--- src/rtl/dram_pkg.sv ---
// Shared definitions for the DRAM controller: controller state encoding,
// address field widths, default timing values and the address-splitting
// helpers used by the controller. No ports (package only).
package dram_pkg;

   localparam int ROW_W      = 11;
   localparam int COL_W      = 10;
   localparam int ADDR_W_DEF = ROW_W + COL_W;

   // Default DRAM timing, in core clock cycles.
   localparam int T_RCD_DEF = 3;
   localparam int T_CL_DEF  = 5;
   localparam int T_RP_DEF  = 3;
   localparam int T_WR_DEF  = 2;

   typedef enum logic [2:0] {
      IDLE,
      ACT,
      RCD,
      CAS,
      CL_WAIT,
      WR_HOLD,
      PRE,
      RESP
   } dram_state_e;

   function automatic logic [ROW_W-1:0] row_of(input logic [ADDR_W_DEF-1:0] addr);
      return addr[ADDR_W_DEF-1:COL_W];
   endfunction

   function automatic logic [COL_W-1:0] col_of(input logic [ADDR_W_DEF-1:0] addr);
      return addr[COL_W-1:0];
   endfunction

   function automatic int max4(input int a, input int b, input int c, input int d);
      int m;
      m = a;
      if (b > m) m = b;
      if (c > m) m = c;
      if (d > m) m = d;
      return m;
   endfunction

endpackage

--- src/rtl/dram_wait_cnt.sv ---
// Loadable down-counter shared by all timed controller states.
// Ports:
//   clk, rst_n    core clock, asynchronous active-low reset
//   load_i        load load_val_i this cycle (state entry)
//   load_val_i    number of additional cycles to wait after the entry cycle
//   done_o        counter has reached zero
module dram_wait_cnt #(
   parameter int CNT_W = 4
) (
   input  logic             clk,
   input  logic             rst_n,
   input  logic             load_i,
   input  logic [CNT_W-1:0] load_val_i,
   output logic             done_o
);

   logic [CNT_W-1:0] cnt_q, cnt_d;

   always_comb begin
      cnt_d = cnt_q;
      if (load_i) begin
         cnt_d = load_val_i;
      end else if (cnt_q != '0) begin
         cnt_d = cnt_q - CNT_W'(1);
      end
   end

   always_ff @(posedge clk or negedge rst_n) begin
      if (!rst_n) cnt_q <= '0;
      else        cnt_q <= cnt_d;
   end

   assign done_o = (cnt_q == '0);

endmodule

--- src/rtl/dram_ctrl.sv ---
// Memory-side DRAM controller: turns single-word read/write requests into
// RAS/CAS command sequences, keeps the last row open for page hits and
// returns read data / write completion as a one-cycle response pulse.
// Ports:
//   clk, rst                     core clock, asynchronous active-low reset
//   req_valid/req_ready          request handshake (ready only in IDLE)
//   req_addr/req_wstrb/req_wdata word address, byte enables (0 = read), data
//   resp_valid/resp_rdata        response pulse and read data
//   DRAM_*                       external DRAM pins (strobes active low)
//   err                          sticky flag: a read never saw DRAM_valid
module dram_ctrl
   import dram_pkg::*;
#(
   parameter int ADDR_W = ADDR_W_DEF,
   parameter int T_RCD  = T_RCD_DEF,
   parameter int T_CL   = T_CL_DEF,
   parameter int T_RP   = T_RP_DEF,
   parameter int T_WR   = T_WR_DEF
) (
   input  logic              clk,
   input  logic              rst,
   input  logic              req_valid,
   output logic              req_ready,
   input  logic [ADDR_W-1:0] req_addr,
   input  logic [3:0]        req_wstrb,
   input  logic [31:0]       req_wdata,
   output logic              resp_valid,
   output logic [31:0]       resp_rdata,
   output logic              DRAM_CSn,
   output logic [3:0]        DRAM_WEn,
   output logic              DRAM_RASn,
   output logic              DRAM_CASn,
   output logic [ROW_W-1:0]  DRAM_A,
   output logic [31:0]       DRAM_D,
   input  logic [31:0]       DRAM_Q,
   input  logic              DRAM_valid,
   output logic              err
);

   localparam int CNT_W = $clog2(max4(T_RCD, T_CL, T_RP, T_WR) + 4);

   // Reload values: the entry cycle counts as the first cycle of the state.
   localparam logic [CNT_W-1:0] LD_PRE = CNT_W'(T_RP - 1);
   localparam logic [CNT_W-1:0] LD_RCD = CNT_W'((T_RCD > 1) ? T_RCD - 2 : 0);
   localparam logic [CNT_W-1:0] LD_CL  = CNT_W'(T_CL + 3);
   localparam logic [CNT_W-1:0] LD_WR  = CNT_W'((T_WR > 1) ? T_WR - 2 : 0);

   dram_state_e        state_q, state_d;
   logic [ADDR_W-1:0]  addr_q, addr_d;
   logic [3:0]         wstrb_q, wstrb_d;
   logic [31:0]        wdata_q, wdata_d;
   logic [ROW_W-1:0]   open_row_q, open_row_d;
   logic               open_row_valid_q, open_row_valid_d;
   logic [31:0]        rdata_q, rdata_d;
   logic               err_q, err_d;

   logic               cnt_load;
   logic [CNT_W-1:0]   cnt_val;
   logic               cnt_done;

   dram_wait_cnt #(.CNT_W(CNT_W)) u_wait_cnt (
      .clk        (clk),
      .rst_n      (rst),
      .load_i     (cnt_load),
      .load_val_i (cnt_val),
      .done_o     (cnt_done)
   );

   // Next-state logic.
   // NOTE: every variable gets a default at the top of always_comb so no
   // path leaves it unassigned, which would otherwise infer a latch.
   always_comb begin
      state_d          = state_q;
      addr_d           = addr_q;
      wstrb_d          = wstrb_q;
      wdata_d          = wdata_q;
      open_row_d       = open_row_q;
      open_row_valid_d = open_row_valid_q;
      rdata_d          = rdata_q;
      err_d            = err_q;

      unique case (state_q)
         IDLE: begin
            if (req_valid) begin
               addr_d  = req_addr;
               wstrb_d = req_wstrb;
               wdata_d = req_wdata;
               if (!open_row_valid_q)                      state_d = ACT;
               else if (row_of(req_addr) == open_row_q)    state_d = CAS;
               else                                        state_d = PRE;
            end
         end
         PRE: begin
            open_row_valid_d = 1'b0;
            if (cnt_done) state_d = ACT;
         end
         ACT: begin
            open_row_valid_d = 1'b1;
            open_row_d       = row_of(addr_q);
            state_d          = (T_RCD > 1) ? RCD : CAS;
         end
         RCD: begin
            if (cnt_done) state_d = CAS;
         end
         CAS: begin
            if (wstrb_q == 4'h0) state_d = CL_WAIT;
            else                 state_d = (T_WR > 1) ? WR_HOLD : RESP;
         end
         CL_WAIT: begin
            // Real data wins over a timeout expiring in the same cycle.
            if (DRAM_valid) begin
               rdata_d = DRAM_Q;
               state_d = RESP;
            end else if (cnt_done) begin
               rdata_d = 32'hDEAD_BEEF;
               err_d   = 1'b1;
               state_d = RESP;
            end
         end
         WR_HOLD: begin
            if (cnt_done) state_d = RESP;
         end
         RESP: begin
            state_d = IDLE;
         end
         default: state_d = IDLE;
      endcase
   end

   // The shared wait counter restarts whenever the FSM changes state.
   always_comb begin
      cnt_load = (state_d != state_q);
      unique case (state_d)
         PRE:     cnt_val = LD_PRE;
         RCD:     cnt_val = LD_RCD;
         CL_WAIT: cnt_val = LD_CL;
         WR_HOLD: cnt_val = LD_WR;
         default: cnt_val = '0;
      endcase
   end

   // NOTE: sequential state uses non-blocking assignments so every register
   // samples pre-edge values regardless of process ordering.
   always_ff @(posedge clk or negedge rst) begin
      if (!rst) begin
         state_q          <= IDLE;
         addr_q           <= '0;
         wstrb_q          <= '0;
         wdata_q          <= '0;
         open_row_q       <= '0;
         open_row_valid_q <= 1'b0;
         rdata_q          <= '0;
         err_q            <= 1'b0;
      end else begin
         state_q          <= state_d;
         addr_q           <= addr_d;
         wstrb_q          <= wstrb_d;
         wdata_q          <= wdata_d;
         open_row_q       <= open_row_d;
         open_row_valid_q <= open_row_valid_d;
         rdata_q          <= rdata_d;
         err_q            <= err_d;
      end
   end

   // Pin decode: Moore outputs from registered state only. RASn stays low
   // whenever a row is open, so the page survives across IDLE and RESP.
   always_comb begin
      DRAM_WEn  = 4'hF;
      DRAM_RASn = ~open_row_valid_q;
      DRAM_CASn = 1'b1;
      DRAM_A    = '0;
      DRAM_D    = '0;
      unique case (state_q)
         PRE: begin
            DRAM_RASn = 1'b1;
            DRAM_WEn  = 4'h0;
         end
         ACT: begin
            DRAM_RASn = 1'b0;
            DRAM_A    = row_of(addr_q);
         end
         CAS, CL_WAIT, WR_HOLD: begin
            DRAM_CASn = 1'b0;
            DRAM_A    = {1'b0, col_of(addr_q)};
            if (wstrb_q != 4'h0) begin
               DRAM_WEn = ~wstrb_q;
               DRAM_D   = wdata_q;
            end
         end
         default: ;
      endcase
   end

   assign DRAM_CSn   = 1'b0;
   // Gated with rst so ready reads low while reset is held.
   assign req_ready  = rst && (state_q == IDLE);
   assign resp_valid = (state_q == RESP);
   assign resp_rdata = rdata_q;
   assign err        = err_q;

endmodule
--- config.mk ---
export PLATFORM = sky130hd
export DESIGN_NAME = dram_ctrl
export DESIGN_NICKNAME = d
export VERILOG_FILES = /design/src/rtl/dram_pkg.sv /design/src/rtl/dram_wait_cnt.sv /design/src/rtl/dram_ctrl.sv
export SDC_FILE = /design/constraint.sdc
export NUM_CORES = 1
export LEC_CHECK = 0
export CAP_MARGIN = 10
export CORE_AREA = 2 2 127 92
export CTS_CLUSTER_DIAMETER = 60
export DETAILED_ROUTE_END_ITERATION = 7
export DIE_AREA = 0 0 129 94
export PLACE_DENSITY = 0.83
export SLEW_MARGIN = 20
export SYNTH_ARGS = -nofsm -noshare
export SYNTH_HDL_FRONTEND = slang
export SYNTH_SLANG_ARGS = --single-unit
--- constraint.sdc ---
create_clock -name clk -period 3.2 [get_ports clk]
set_input_delay 0.32 -clock clk [delete_from_list [all_inputs] [get_ports clk]]
set_output_delay 0.32 -clock clk [all_outputs]
set_load 0.01 [all_outputs]
==> results.toml, run 1 <==
[setup_path]
worstReg2RegStart = "state_q[1]"
critPathMaxFanout = 22
critical_path_arrival_ps = 2620
setup.worst_path.class = "reg -> out"
ff2ff_path_depth = 5
end_kind = "primary output"
rrSetupSlack_ps = 970
cp.required_ps = 2880
worst_r2r_endpoint = "resp_rdata[31]"
cp-start-kind = "flop"

[die]
die_x_um = 129
ios = 178
start_util = 0.445
dieArea_sq_um = 12100
core_sq_um = 10900
die_h_um = 94
placementRows = 32

[global_routing]
grt_first_pass_wirelength_mm = 19.6
grt-ovfl-total = 0
antenna_found_initial = 0
grt_use_total = 0.209
grt_max_degree = 61
grt_pass1_vias = 3877

[synthesis]
synth_top_area_cell = "dfrtp_1"
syn-instance-count = 383
yosysUniqueCellTypes = 45
synth_top_flop_cell = "dfrtp_1"
synthTopCellsByArea = "dfrtp_1 57%, mux2_2 15%, and2_1 4.5%"
postSynthAreaPerCell_sq_um = 12.6
syn_area_sq_um = 4830
synth_top_area_share = 0.565
synthArstFlopShare = 1.00
synth_nets = 477
yosysMostFrequentCell = "dfrtp_1"
synth_common_cells = "109 x dfrtp_1, 64 x mux2_2, 35 x and2_1"
yosys_warnings = 0
synth_edf_count = 0
ys_seq_area_frac = 0.565
ys_ff_latch = 109

[drt]
viasPerCell = 5.12
first_iter_violations = 114
wire_per_inst_um = 16.8
drtPass1Iterations = 4
drc_errors = 0
drt-total-wl_mm = 12.0
vias = 3640
ant_nets = 0

[timing]
slew_violations = 0
layout_setup_ws_ps = 256
fmax_mhz = 340
timing.final.hold_violations = 0
period_share = 0.920
finalCriticalPeriod_ps = 2940
whs_ps = 127
tightestPinTransition_ps = 844
clock_skew_ps = 6.25
max-slew-margin-rel = 0.437
setup_viol = 0
rsz0062_at_grt = "no"
setup_tns_ps = 0

[finish]
layout.cells.non_filler = 711
drive_gt1_frac = 0.172
fin_nets = 648
area_delta_synth_final_pct = 44.9
diodes = 0
final_cell_area_sq_um = 6990

[clock_network]
post_cts_buffers = 0
clk_pin_slew_ps = 70
cts.sinks = 109
clockBufferDepth = 2
clock_latency_ps = 340
postCtsResizedCells = 0
cts_buffers = 9
root_buffer = "clkbuf_16"
cts_tree = "done"
cts_max_level = 3
holdBufCountCts = 0

[hold_path]
hp-class = "in -> async"

[power]
power_density_nw_per_um2 = 1010
p_leak_uw = 0.00288
vdd_drop_max_mv = 0.423

[status]
status = "complete, no violations"

[placed_design]
hpwl_mm = 8.43
port_buffers = 176
dpl-instance-area_sq_um = 6720
dp_slack_ps = 630
gp_congestion = 0.853
place_inst = 696

[run]
cap_violations = 0
cells in the final DEF (no fill, tap or decap), drive strengths merged, types with 2 or more instances in the layout:
cell	n
a22o	18
nand3	2
mux2	64
nand2	18
buf	10
and2	35
clkinv	4
inv	11
clkdlybuf4s50	175
dfrtp	109
a21o	2
clkbuf	12
o22a	24
o21ai	13
and3	2
nor3	4
nor2	8
xnor2	2
xor2	11
o211ai	2
a22oi	4
nor4	3
nor3b	3
a21oi	5
through the flow:
step | utilization | power, uW
floorplan | - | 4370
global placement | 0.620 | 5890
detailed placement | 0.620 | 6020
CTS | 0.644 | 7110
global route | 0.644 | 7530
finish | 0.644 | 7040
layout make-up:
class	count	area (sq um)
fill	822	3860
sequential	109	2730
multi-input combinational	237	1920
timing repair buffer	185	1840
clock buffer	12	246
tap	153	191
inverter	12	45.0
clock inverter	3	22.5
worst max path at each step:
stage / cells after the start / end / startpoint / slack [ps]
6_report: 5 / DRAM_A[0] / state_q[0] / 260
5_1_grt: 5 / DRAM_WEn[0] / state_q[0] / 80
4_1_cts: 5 / DRAM_A[0] / state_q[0] / 260
3_5_place_dp: 5 / DRAM_A[0] / state_q[0] / 630
3_3_place_gp: 5 / DRAM_A[0] / state_q[0] / 680
2_1_floorplan: 7 / DRAM_D[10] / state_q[2] / 1490
flip-flops by register name, indices dropped and copies added, names as in the netlist, 3 cells and up:
signal	flops
wstrb_q	4
wdata_q	32
u_wait_cnt.cnt_q	4
state_q	3
open_row_q	11
resp_rdata	32
addr_q	21
layer usage:
metal | part of all wire | routed length, um | vias to the layer above | GRT usage
met5 | 0 | 0 | - | 0
met4 | 0.017 | 200 | 0 | 0.0562
met3 | 0.062 | 741 | 21 | 0.0644
met2 | 0.46 | 5520 | 122 | 0.328
met1 | 0.46 | 5510 | 1793 | 0.282
li1 | - | - | 1704 | -
where the power goes:
part / internal (uW) / total [uW] / switching (uW)
clock network: 548 / 1040 / 491
logic: 2030 / 3460 / 1440
registers: 2060 / 2540 / 475
kinds of logic (layout without fill, tap and decap cells):
logic type / Yosys count / after routing / synth area share
AOI/OAI and AO/OA: 78 / 78 / 0.128
xor gates and xnor gates: 13 / 13 / 0.0236
adders and majority gates: 1 / 1 / 0.00259
buffers and inverters: 37 / 212 / 0.0373
DFF: 109 / 109 / 0.565
muxes: 65 / 65 / 0.151
other: 1 / 1 / 0.000777
and+or+nand+nor: 79 / 79 / 0.0913
critical path, cell delays in order, from the launching register on:
cell,delay [ps]
dfrtp_1,660
clkinv_1,390
nor3_2,190
buf_4,310
a22o_1,200
clkdlybuf4s50_1,540
No activity file was read; power rests on OpenSTA's default activity.
==> inputs of run 2 (changes only) <==
- SLEW_MARGIN: 20 -> 5
==> results of run 2 <==
The final DEF is identical to that of run 1; final timing and power are the same.
